$ cat config.mk
export PLATFORM = sky130hd
export DESIGN_NAME = vec_mul_seq_ctrl
export DESIGN_NICKNAME = d
export VERILOG_FILES = /design/src/rtl/vec_mul_pkg.sv /design/src/rtl/vec_mul_addr_gen.sv /design/src/rtl/vec_mul_seq_ctrl.sv
export SDC_FILE = /design/constraint.sdc
export NUM_CORES = 1
export LEC_CHECK = 0
export CORE_MARGIN = 5
export CORE_UTILIZATION = 49
export DETAILED_ROUTE_END_ITERATION = 7
export PLACE_DENSITY_LB_ADDON = 0.15
export SLEW_MARGIN = 40
export SYNTH_ARGS = -nofsm -noshare
export SYNTH_HDL_FRONTEND = slang
export SYNTH_HIERARCHICAL = 1
export SYNTH_SLANG_ARGS = --single-unit
$ cat constraint.sdc
create_clock -name clk -period 2 [get_ports clk]
set_input_delay 0.4 -clock clk [delete_from_list [all_inputs] [get_ports clk]]
set_output_delay 0.4 -clock clk [all_outputs]
set_load 0.01 [all_outputs]
$ cat src/rtl/vec_mul_pkg.sv
// Shared types and default sizes for the vector-multiplier sequencer.
// Imported by the sequencer top and its address generators.
package vec_mul_pkg;

  localparam int DEF_ADDRESSSIZE   = 10;
  localparam int DEF_MATRIX_SIZE   = 64;
  localparam int DEF_DRAIN_TIMEOUT = 256;

  typedef enum logic [2:0] {
    S_IDLE,
    S_WAIT_W,
    S_POP,
    S_RELOAD,
    S_STREAM,
    S_DRAIN,
    S_DONE
  } state_e;

endpackage

$ cat src/rtl/vec_mul_addr_gen.sv
// Base-plus-counter address generator with clear, enable and
// terminal count; the base is captured on clear.
module vec_mul_addr_gen
  import vec_mul_pkg::*;
#(
  parameter int AW    = DEF_ADDRESSSIZE,
  parameter int CW    = 7,
  parameter int LIMIT = DEF_MATRIX_SIZE
) (
  input  logic          clk,
  input  logic          rstn,
  input  logic          i_clr,
  input  logic [AW-1:0] i_base,
  input  logic          i_en,
  output logic [AW-1:0] o_addr,
  output logic [CW-1:0] o_cnt,
  output logic          o_tc
);

  logic [AW-1:0] r_base;
  logic [CW-1:0] r_cnt;

  always_ff @(posedge clk or negedge rstn) begin
    if (!rstn) begin
      r_base <= '0;
      r_cnt  <= '0;
    end else if (i_clr) begin
      r_base <= i_base;
      r_cnt  <= '0;
    end else if (i_en) begin
      r_cnt  <= r_cnt + 1'b1;
    end
  end

  // Modulo-2^AW sum; wrap-around is intentional
  assign o_addr = r_base + AW'(r_cnt);
  assign o_cnt  = r_cnt;
  assign o_tc   = (r_cnt == CW'(LIMIT));

endmodule

$ cat src/rtl/vec_mul_seq_ctrl.sv
// Pass sequencer: weight pop/reload, input-row streaming and
// result write-back counting with a drain timeout.
module vec_mul_seq_ctrl
  import vec_mul_pkg::*;
#(
  parameter int ADDRESSSIZE   = DEF_ADDRESSSIZE,
  parameter int MATRIX_SIZE   = DEF_MATRIX_SIZE,
  parameter int DRAIN_TIMEOUT = DEF_DRAIN_TIMEOUT
) (
  input  logic                   clk,
  input  logic                   rstn,
  input  logic                   start,
  input  logic [ADDRESSSIZE-1:0] base_addr,
  input  logic [ADDRESSSIZE-1:0] result_base_addr,
  input  logic                   fifo_empty,
  output logic                   fifo_read_enable,
  output logic                   weight_reload,
  output logic                   valid_address,
  output logic [ADDRESSSIZE-1:0] sram_address,
  input  logic                   result_valid,
  output logic                   result_write_enable,
  output logic [ADDRESSSIZE-1:0] result_address,
  output logic                   busy,
  output logic                   end_,
  output logic                   error
);

  localparam int CW = $clog2(MATRIX_SIZE) + 1;
  localparam int TW = $clog2(DRAIN_TIMEOUT) + 1;

  state_e r_state, w_next;

  logic                   r_fre, r_wrl, r_va, r_busy, r_end, r_err;
  logic [ADDRESSSIZE-1:0] r_sram;
  logic [TW-1:0]          r_to;

  logic                   w_accept, w_in_res, w_wr;
  logic                   w_res_last, w_res_done, w_to, w_err_set;
  logic                   w_row_en, w_row_tc, w_res_tc;
  logic [ADDRESSSIZE-1:0] w_row_addr, w_res_addr;
  logic [CW-1:0]          w_res_cnt, w_row_cnt_unused;

  assign w_accept   = (r_state == S_IDLE) && start;
  assign w_in_res   = (r_state == S_STREAM) || (r_state == S_DRAIN);
  assign w_wr       = result_valid && w_in_res && !w_res_tc;
  assign w_res_last = w_wr && (w_res_cnt == CW'(MATRIX_SIZE - 1));
  assign w_res_done = w_res_tc || w_res_last;
  assign w_to       = (r_to == TW'(DRAIN_TIMEOUT - 1));
  assign w_row_en   = (r_state == S_RELOAD) ||
                      ((r_state == S_STREAM) && !w_row_tc);

  // A last result landing on the timeout cycle wins over the timeout
  assign w_err_set  = (result_valid && !w_wr) ||
                      ((r_state == S_DRAIN) && !w_res_done && w_to);

  vec_mul_addr_gen #(
    .AW    (ADDRESSSIZE),
    .CW    (CW),
    .LIMIT (MATRIX_SIZE)
  ) u_row_gen (
    .clk    (clk),
    .rstn   (rstn),
    .i_clr  (w_accept),
    .i_base (base_addr),
    .i_en   (w_row_en),
    .o_addr (w_row_addr),
    .o_cnt  (w_row_cnt_unused),
    .o_tc   (w_row_tc)
  );

  vec_mul_addr_gen #(
    .AW    (ADDRESSSIZE),
    .CW    (CW),
    .LIMIT (MATRIX_SIZE)
  ) u_res_gen (
    .clk    (clk),
    .rstn   (rstn),
    .i_clr  (w_accept),
    .i_base (result_base_addr),
    .i_en   (w_wr),
    .o_addr (w_res_addr),
    .o_cnt  (w_res_cnt),
    .o_tc   (w_res_tc)
  );

  always_ff @(posedge clk or negedge rstn) begin
    if (!rstn) r_state <= S_IDLE;
    else       r_state <= w_next;
  end

  always_comb begin
    w_next = r_state;
    unique case (r_state)
      S_IDLE:   if (start) w_next = S_WAIT_W;
      S_WAIT_W: if (!fifo_empty) w_next = S_POP;
      S_POP:    w_next = S_RELOAD;
      S_RELOAD: w_next = S_STREAM;
      S_STREAM: if (w_row_tc) w_next = S_DRAIN;
      S_DRAIN:  if (w_res_done || w_to) w_next = S_DONE;
      S_DONE:   w_next = S_IDLE;
      default:  w_next = S_IDLE;
    endcase
  end

  always_ff @(posedge clk or negedge rstn) begin
    if (!rstn) begin
      r_fre  <= 1'b0;
      r_wrl  <= 1'b0;
      r_va   <= 1'b0;
      r_busy <= 1'b0;
      r_end  <= 1'b0;
      r_err  <= 1'b0;
      r_sram <= '0;
      r_to   <= '0;
    end else begin
      r_fre  <= (w_next == S_POP);
      r_wrl  <= (w_next == S_RELOAD);
      r_va   <= (w_next == S_STREAM);
      r_busy <= (w_next != S_IDLE);
      r_end  <= (w_next == S_DONE);
      r_err  <= w_err_set || (r_err && !w_accept);
      if (w_row_en) r_sram <= w_row_addr;
      if (r_state == S_DRAIN) r_to <= r_to + 1'b1;
      else                    r_to <= '0;
    end
  end

  assign fifo_read_enable    = r_fre;
  assign weight_reload       = r_wrl;
  assign valid_address       = r_va;
  assign sram_address        = r_sram;
  assign result_write_enable = w_wr;
  assign result_address      = w_res_addr;
  assign busy                = r_busy;
  assign end_                = r_end;
  assign error               = r_err;

endmodule

==> results by group, run 1 <==
Worst setup path
  – Startpoint types: flop
  – CP Capture Type: output pin
  – Setup CP Type: flop to output pin
  – Crit-path max FO: 3
  – Crit path DAT: 2140 ps
  – CP required: 1600 ps
  – R2R Path End: u_res_gen/o_cnt[6]$_DFFE_PN0P_
  – Reg2Reg Launch Point: u_res_gen/o_cnt[1]$_DFFE_PN0P_
  – FF-to-FF setup slack: -80 ps
  – R2R cell count: 10

Logic synthesis
  – Adder-cell area share of the yosys netlist: 8.47%
  – Synth cell types: 42
  – Synth Instances: 315
  – Synth Area per Inst: 10.9 sq um
  – Largest family of logic cells by synthesized area: simple AND/OR/NAND/NOR gates
  – Mapped Area: 0.00343 sq mm
  – Top FF cell, synth: dfrtp_1
  – Yosys warns: 6
  – Number of flops mapped to enable cells by yosys: 0
  – Multiplexer share of the synthesized area: 10.6%
  – Post-synthesis async set-or-reset flop share: 100%
  – Post-synthesis simple-gate area fraction: 15.5%
  – Xor/xnor cell area share of the yosys netlist: 6.64%
  – Synthesized flop and latch total: 62
  – Seq/Total Area, Yosys: 45.3%
  – Mapped Nets: 362
  – Compound-Gate Fraction of Synth Area: 10.1%

Global routing
  – GRT Overall Usage: 18.4%
  – Overflow after GRT: 0
  – Wire length of the first global-routing pass: 12800 microns
  – Largest net degree at the start of global routing: 63
  – Initial antenna violation count: 0
  – Vias in the first global route: 2702

Floorplanning
  – Core Region: 0.00679 sq mm
  – Die X-Extent: 93.6 microns
  – Die Y-Extent: 93.6 microns
  – Die Area: 0.00877 sq mm
  – Initial Util: 50.5%
  – FP Rows: 30
  – Ports: 52

Clocking
  – Deepest clock path buffer count: 2
  – TritonCTS clock tree: done
  – TritonCTS buffer count: 9
  – Sink Count: 62
  – # H-tree levels: 3
  – Worst skew pair latency: 330 ps
  – Worst-path clk slew: 60 ps
  – Root Driver: clkbuf_8

Route
  – DRC Markers: 0
  – Initial DRC count: 99
  – Vias per cell: 5.12
  – Number of routed nets with antenna violations: 0
  – Drt total wl: 7570 microns
  – Wire per inst: 14.5 microns
  – Drt pass-1 iters: 4
  – Vias post-DR: 2680

Placed design
  – PortBufs: 51
  – GPL Wtd Cong: 0.835
  – Cells after DPL: 496
  – Final HPWL DP: 5310 microns

STA
  – Hold Fails Final Rpt: 0
  – Slew @ Worst Pin: 417 ps
  – Slew Limit Fails: 0
  – Tmin final: 2540 ps
  – Final WS setup: -541 ps
  – RSZ-0062 raised after global routing: yes
  – Max_slew headroom: 72.1%
  – Tcrit/Tclk final: 127%
  – Peak Freq: 394 MHz
  – Setup violators final: 15
  – Final Skew: 8.68 ps

Cells and area
  – P&R area growth vs syn: 41.8%
  – FILL cells: 474
  – Area of the multi-input gates: 0.00196 sq mm
  – Antenna Cells: 0
  – Fraction of layout cells with a size suffix above 1: 34.4%
  – Fin nets: 469
  – Non-Filler Instances: 523
  – Storage cell area: 0.00156 sq mm

Run
  – Max-cap violation count: 0

Min path
  – Worst hold path type: input port to asynchronous set/reset pin

Power and ir drop
  – Peak VDD IR: 0.746 mV
  – Leak: 2.19 nW
  – Final total power: 0.00674 W
  – Cell Pwr Density: 1390 mW/mm^2

Outcome
  – Status: complete, but fails checks
  – Failing checks: setup timing
==> repair_timing <==
action,in CTS,in global routing
pin swaps,20,14
cloned,0,0
buffers inserted,7,7
setup endpoints to repair,17,28
gates resized for setup,58,20
hold buffers,0,0
==> layout make-up <==
cell class                 count  share of cell area (%)
tap                           96                    2.47
clock buffer                  10                    2.62
multi-input combinational    224                    40.3
timing repair buffer         105                    19.3
sequential                    62                    32.0
inverter                      20                    1.54
clock inverter                 6                    1.78
==> flip-flops by register name, summed over array words and instances, names as in the netlist <==
| signal | count |
|---|---|
| sram_address | 10 |
| u_res_gen/r_base | 10 |
| u_row_gen/r_base | 10 |
| r_to | 9 |
| u_res_gen/o_cnt | 7 |
| u_row_gen/o_cnt | 7 |
| r_state | 3 |
| busy | 1 |
| end_ | 1 |
| error | 1 |
| fifo_read_enable | 1 |
| valid_address | 1 |
| weight_reload | 1 |
==> worst max-delay path, cell delays in order (launching register included) <==
cell       delay (ps)
dfrtp_2           430
ha_4              250
and3_4            180
a2111oi_4         380
buf_4             180
a211oi_2           60
xor2_1            180
buf_2             160
==> layer usage <==
metal | global-route usage [%] | part of all wire [%] | up-vias
li1 | - | - | 1320
met1 | 24.1 | 45 | 1290
met2 | 28.8 | 48 | 63
met3 | 6.11 | 5.5 | 7
met4 | 5.90 | 0.99 | 0
met5 | 0 | 0 | -
==> placed cells by master (no fill, tap or decap), types with 5 or more instances in the layout <==
master and count:
and3_4 5, mux2_2 18, nand3b_1 6, nor2_1 26
or3_1 6, o21ai_0 10, a21oi_1 11, xor2_1 12
nand3_1 5, buf_4 42, inv_1 16, ha_4 6
nand4_1 6, dfrtp_1 59, buf_6 12, nand2_1 17
clkdlybuf4s50_1 39, clkbuf_8 9, ha_1 12, buf_2 9
xnor2_1 11, mux2_4 8
==> cell usage after synthesis (7+ instances only) <==
| cell | instances | share of area [%] |
|---|---|---|
| xnor2_1 | 13 | 3.3 |
| a21oi_1 | 14 | 2.0 |
| nor2_1 | 26 | 2.8 |
| mux2_2 | 18 | 5.9 |
| nand2_1 | 18 | 2.0 |
| dfrtp_1 | 62 | 45 |
| mux2_4 | 8 | 3.5 |
| ha_1 | 20 | 7.3 |
| xor2_1 | 13 | 3.3 |
| inv_1 | 20 | 2.2 |
| o21ai_0 | 13 | 1.9 |
| clkbuf_1 | 7 | 0.77 |
==> power by group <==
group,internal [W],switching [W],total [W],leakage [nW]
logic,0.00201,0.00152,0.00353,1.30
registers,0.00170,0.000333,0.00203,0.780
clock network,0.000699,0.000489,0.00119,0.106
==> cell families (layout without fill, tap and decap cells) <==
logic type / count (synthesis) / count (layout)
compound gates: 49 / 49
xor+xnor: 26 / 26
fa+ha+maj: 22 / 22
buf+inv: 29 / 141
flops: 62 / 62
mux: 30 / 30
simple gates: 97 / 97
==> worst max-delay path by stage <==
stage          slack, ps  cells past startpoint                       startpoint           endpoint
2_1_floorplan        -60                      7   u_res_gen/o_cnt[0]$_DFFE_PN0P_  result_address[8]
3_3_place_gp        -500                      8  u_res_gen/r_base[0]$_DFFE_PN0P_  result_address[8]
3_5_place_dp        -520                      6   u_res_gen/o_cnt[1]$_DFFE_PN0P_  result_address[7]
4_1_cts             -550                      7  u_res_gen/r_base[1]$_DFFE_PN0P_  result_address[7]
5_1_grt             -660                      7   u_res_gen/o_cnt[1]$_DFFE_PN0P_  result_address[9]
6_report            -540                      7   u_res_gen/o_cnt[3]$_DFFE_PN0P_  result_address[9]
==> stage by stage <==
stage,setup TNS [ps],setup WS [ps],cell area (sq um),hold slack [ps],util [%]
after floorplan,-108,-57.5,3510,104,-
after global placement,-3240,-503,4450,437,65.4
after detailed placement,-3980,-520,4450,439,65.4
after CTS,-3470,-546,4720,71.0,69.5
after global routing,-5190,-657,4860,81.4,71.6
final,-3310,-541,4860,64.5,71.6
Note: power is estimated with default switching activity, not from simulation.
==> inputs of run 2 (changes only) <==
--- a/config.mk
+++ b/config.mk
@@ -5,6 +5,7 @@
 export SDC_FILE = /design/constraint.sdc
 export NUM_CORES = 1
 export LEC_CHECK = 0
+export CAP_MARGIN = 5
 export CORE_MARGIN = 5
 export CORE_UTILIZATION = 49
 export DETAILED_ROUTE_END_ITERATION = 7
==> results of run 2 <==
Same layout as run 1: the final DEF is identical, and so are final timing and power.
